### src/rtl/pipe_stage_reg.sv
// Two-entry pipeline stage register (MAIN plus SKID) with a valid/ready handshake.
// All state changes happen on the falling edge of Clk. In_Ready depends only on
// registered state and Reset, so there is no combinational path from Out_Ready or
// In_Valid. Flush squashes every held entry. StallCount is a saturating count of
// back-pressure cycles, and only Reset clears it.
module pipe_stage_reg #(
  parameter int CTRL_W = 3,
  parameter int DATA_W = 101,
  parameter int CNT_W  = 16
) (
  input  logic              Clk,
  input  logic              Reset,
  input  logic              Flush,
  input  logic              In_Valid,
  output logic              In_Ready,
  input  logic [CTRL_W-1:0] In_Ctrl,
  input  logic [DATA_W-1:0] In_Data,
  output logic              Out_Valid,
  input  logic              Out_Ready,
  output logic [CTRL_W-1:0] Out_Ctrl,
  output logic [DATA_W-1:0] Out_Data,
  output logic [CNT_W-1:0]  StallCount
);

  typedef enum logic [1:0] {
    EMPTY = 2'd0,
    ONE   = 2'd1,
    FULL  = 2'd2
  } state_t;

  state_t            state, state_nxt;
  logic [CTRL_W-1:0] main_ctrl, skid_ctrl;
  logic [DATA_W-1:0] main_data, skid_data;
  logic              in_xfer, out_xfer;
  logic              load_main, load_skid, move_skid;

  // Handshake qualifiers, computed from registered state so that readiness stays path-free.
  assign in_xfer  = In_Valid && (state != FULL);
  assign out_xfer = Out_Ready && (state != EMPTY);

  // State register, updated on the falling edge.
  // NOTE: sequential state uses non-blocking assignments, so every flop samples pre-edge values.
  always_ff @(negedge Clk or posedge Reset) begin
    if (Reset) state <= EMPTY;
    else       state <= state_nxt;
  end

  // Next-state logic and datapath load strobes. Flush has priority over every transfer.
  // NOTE: each output gets a default first, so no path through this block can infer a latch.
  always_comb begin
    state_nxt = state;
    load_main = 1'b0;
    load_skid = 1'b0;
    move_skid = 1'b0;
    if (Flush) begin
      state_nxt = EMPTY;
    end else begin
      unique case (state)
        EMPTY: begin
          if (in_xfer) begin
            load_main = 1'b1;
            state_nxt = ONE;
          end
        end
        ONE: begin
          if (in_xfer && out_xfer) begin
            load_main = 1'b1;
          end else if (in_xfer) begin
            load_skid = 1'b1;
            state_nxt = FULL;
          end else if (out_xfer) begin
            state_nxt = EMPTY;
          end
        end
        FULL: begin
          if (out_xfer) begin
            move_skid = 1'b1;
            state_nxt = ONE;
          end
        end
        default: state_nxt = EMPTY;
      endcase
    end
  end

  // Outputs. Readiness is gated by Reset, and a bubble shows an all-zero control field.
  always_comb begin
    In_Ready  = !Reset && (state != FULL);
    Out_Valid = (state != EMPTY);
    Out_Ctrl  = Out_Valid ? main_ctrl : '0;
    Out_Data  = main_data;
  end

  // MAIN and SKID entry storage. A flush zeroes the control fields, and the payload keeps its value.
  // NOTE: both entries are reset, so Out_Data reads zero as soon as Reset asserts.
  always_ff @(negedge Clk or posedge Reset) begin
    if (Reset) begin
      main_ctrl <= '0;
      main_data <= '0;
      skid_ctrl <= '0;
      skid_data <= '0;
    end else if (Flush) begin
      main_ctrl <= '0;
      skid_ctrl <= '0;
    end else begin
      if (load_main) begin
        main_ctrl <= In_Ctrl;
        main_data <= In_Data;
      end else if (move_skid) begin
        main_ctrl <= skid_ctrl;
        main_data <= skid_data;
      end
      if (load_skid) begin
        skid_ctrl <= In_Ctrl;
        skid_data <= In_Data;
      end
    end
  end

  // Saturating back-pressure counter. Flush has no effect on it.
  always_ff @(negedge Clk or posedge Reset) begin
    if (Reset) begin
      StallCount <= '0;
    end else if ((state != EMPTY) && !Out_Ready && (StallCount != {CNT_W{1'b1}})) begin
      StallCount <= StallCount + {{(CNT_W-1){1'b0}}, 1'b1};
    end
  end

endmodule
### config.mk
export PLATFORM = sky130hd
export DESIGN_NAME = pipe_stage_reg
export DESIGN_NICKNAME = d
export VERILOG_FILES = /design/src/rtl/pipe_stage_reg.sv
export SDC_FILE = /design/constraint.sdc
export NUM_CORES = 1
export LEC_CHECK = 0
export CORE_ASPECT_RATIO = 1.25
export CORE_UTILIZATION = 49
export DETAILED_ROUTE_END_ITERATION = 8
export PLACE_DENSITY = 0.79
export REMOVE_ABC_BUFFERS = 1
export SKIP_LAST_GASP = 1
export SYNTH_ARGS = -nofsm -noshare
export SYNTH_HDL_FRONTEND = slang
export SYNTH_SLANG_ARGS = --single-unit
### constraint.sdc
create_clock -name Clk -period 10.45 [get_ports Clk]
set_input_delay 2.09 -clock Clk [delete_from_list [all_inputs] [get_ports Clk]]
set_output_delay 2.09 -clock Clk [all_outputs]
set_load 0.01 [all_outputs]
==> flow_metrics.py <==
metrics = {
    "logic_synthesis": {
        "avgSynthCellArea_um2": 13.9,
        "ys_seq_area_share_pct": 60.6,
        "synth-compound-area-share_pct": 18.7,
        "synthXorXnorAreaFrac_pct": 1.13,
        "synth-adder-area-share_pct": 0.134,
        "synth_cell_types": 40,
        "ys_seq_elements": 226,
        "synthCells": 670,
        "synth_top_family_by_area": "compound AO/OA/AOI/OAI gates",
        "synth_area_mm2": 0.00934,
        "synth-warning-count": 0,
        "synthSimpleGateAreaFrac_pct": 3.97,
        "synth.area.mux_share_pct": 12.8,
    },
    "worst_setup_path": {
        "crit_start": "Flush",
        "setup.worst_path.class": "in2reg",
        "timing.rr.start": "state[1]",
        "crit_path_end_kind": "flop",
        "cp.required_ns": 5.58,
        "critPathMaxFanout": 89,
        "start_kind": "input port",
        "arrival_ns": 4.39,
    },
    "clocking": {
        "cts_buffers": 23,
        "cts_buffer_depth": 3,
        "cts_resized": 0,
        "cts_setup_buffers": 0,
        "cts_max_level": 1,
        "tritoncts": "yes",
        "hold_buffers": 0,
        "cts.sink_count": 226,
        "ctsRootBufferMaster": "clkbuf_16",
        "clk_latency_ns": 0.51,
        "cts.clk_slew.worst_paths_ns": 0.04,
    },
    "routing": {
        "drtAntennaViolNets": 0,
        "dr.first_iter.drc_count": 365,
        "routedWlPerCell_um": 18.7,
        "drc": 18,
        "wl_um": 21300,
        "via_per_inst": 5.62,
        "drt_first_pass_iters": 8,
        "vias": 6395,
    },
    "global_route": {
        "grt_max_degree": 105,
        "grt_util_all_layers_pct": 21.9,
        "grt_pass1_wl_um": 34500,
        "antenna_found_initial": 0,
        "grt-ovfl-total": 0,
        "first_global_vias": 6621,
    },
    "placement": {
        "placed_area_mm2": 0.0119,
        "io_buffers": 230,
        "dp_hpwl_um": 13300,
        "dp_cells": 1097,
        "globalplace.congestion": 0.762,
    },
    "floorplanning": {
        "die_h_um": 156,
        "die-width_um": 125,
        "top_level_ports": 231,
        "core_area_mm2": 0.0187,
        "start_util_pct": 49.9,
        "die_area_mm2": 0.0196,
        "fp-row-count": 56,
    },
    "sta": {
        "finalHoldViolations": 0,
        "fin_worst_hold_slack_ns": 0.421,
        "relSlewSlack_pct": 44.5,
        "clock_skew_ns": 0.00735,
        "fin_setup_tns_ns": 0,
        "rsz0062_at_grt": "false",
        "drv_slew": 0,
        "worst_pin_slew_ns": 0.833,
        "setup_violations": 0,
    },
    "layout": {
        "drive_gt1_share_pct": 17.7,
        "diodes": 0,
        "instances_no_fill": 1138,
        "finalInstanceArea_mm2": 0.0126,
        "layout_commonest_cell": "clkdlybuf4s50_1",
        "mostFrequentLayoutCells": "clkdlybuf4s50_1, dfrtn_1, mux2_2, a22o_1, a21o_1",
        "area_growth_pct": 35.2,
        "fin_nets": 1000,
    },
    "outcome": {
        "status": "finished, violations left",
        "failed_checks": "design-rule violations",
    },
    "job": {
        "maxCapViolCount": 0,
    },
    "power_and_ir_drop": {
        "leakage_nw": 6.00,
        "pwr_density_cell_mw_per_mm2": 200,
        "vdd_drop_max_uv": 151,
    },
    "hold_path": {
        "hold_path.class": "reg2reg",
        "min-delay-start": "Out_Data[23]",
    },
}
metal layers:
layer	part of all wire, %	vias up	global-route usage, %	wire length (µm)
met2	50	194	38.8	10700
met5	0	-	0	0
met3	7.8	36	5.64	1660
met1	39	3235	26.2	8390
li1	-	2930	-	-
met4	2.5	0	6.68	543
area by class of cell:
type / instances / area [µm²]
Tap cell: 232 / 290
Fill cell: 1394 / 6080
Sequential cell: 226 / 5660
Clock inverter: 4 / 51.3
Multi-Input combinational cell: 395 / 3460
Clock buffer: 37 / 708
Timing Repair Buffer: 241 / 2450
Inverter: 3 / 18.8
synthesized netlist by cell type (all sizes together):
master | count | area share [%]
nor4 | 5 | 0.66
nand3b | 1 | 0.080
nor4bb | 1 | 0.11
a31oi | 1 | 0.067
nor4b | 1 | 0.094
nor2b | 6 | 0.40
or4 | 1 | 0.12
ha | 1 | 0.13
inv | 3 | 0.12
clkbuf | 7 | 0.28
a21o | 101 | 8.1
nand2 | 9 | 0.36
and3b | 1 | 0.094
nor3b | 2 | 0.21
a2bb2oi | 3 | 0.28
dfrtn | 226 | 61
buf | 39 | 2.3
mux2i | 5 | 0.54
o21ai | 4 | 0.21
o2111ai | 1 | 0.094
xnor2 | 1 | 0.094
a22o | 101 | 9.5
nand2b | 3 | 0.20
o211ai | 1 | 0.080
xor2 | 11 | 1.0
o21a | 1 | 0.080
nor2 | 13 | 0.55
o21bai | 1 | 0.080
mux2 | 102 | 12
a21oi | 4 | 0.21
nand4 | 4 | 0.50
nand3 | 4 | 0.21
nor3 | 6 | 0.38
path summary, 6_finish.rpt:
path	end	slack (ns)	depth (start not counted)
min reg2reg	Out_Data[23]	0.42	1
max	Out_Data[80]	1.19	5
max reg2reg	Out_Data[80]	7.97	5
min in group asynchronous	StallCount[3]	7.20	2
min	Out_Data[23]	0.42	1
max in group asynchronous	Out_Data[55]	2.28	3
per-stage QoR:
stage / utilization, % / total power, mW / setup WS [ns]
global route: 67.5 / 2.64 / 1.06
global placement: 63.4 / 1.70 / 0.684
finish: 67.5 / 2.53 / 1.19
floorplan: - / 1.45 / -4.76
detailed placement: 63.4 / 1.73 / 0.674
CTS: 67.5 / 2.55 / 1.19
registers in the layout (all words and copies together) (netlist names):
register	cells
skid_ctrl	3
skid_data	101
state	2
main_ctrl	3
Out_Data	101
StallCount	16
power breakdown:
| group | switching [mW] | internal, mW | total [mW] |
|---|---|---|---|
| registers | 0.112 | 1.09 | 1.20 |
| logic | 0.189 | 0.320 | 0.509 |
| clock network | 0.330 | 0.487 | 0.818 |
| total | 0.632 | 1.89 | 2.53 |
critical path: stages:
cell,delay (ns)
clkdlybuf4s50_1,0.60
and3b_4,0.93
nor2_4,0.19
buf_12,0.30
a21o_1,0.23
kinds of logic (layout without fill, tap and decap cells):
family          Yosys count  after routing
compound gates          218            218
xor+xnor                 12             12
fa+ha+maj                 1              1
buf+inv                  49            285
flops                   226            226
mux                     107            107
simple gates             57             57
Power figures use the tool's default switching activity.
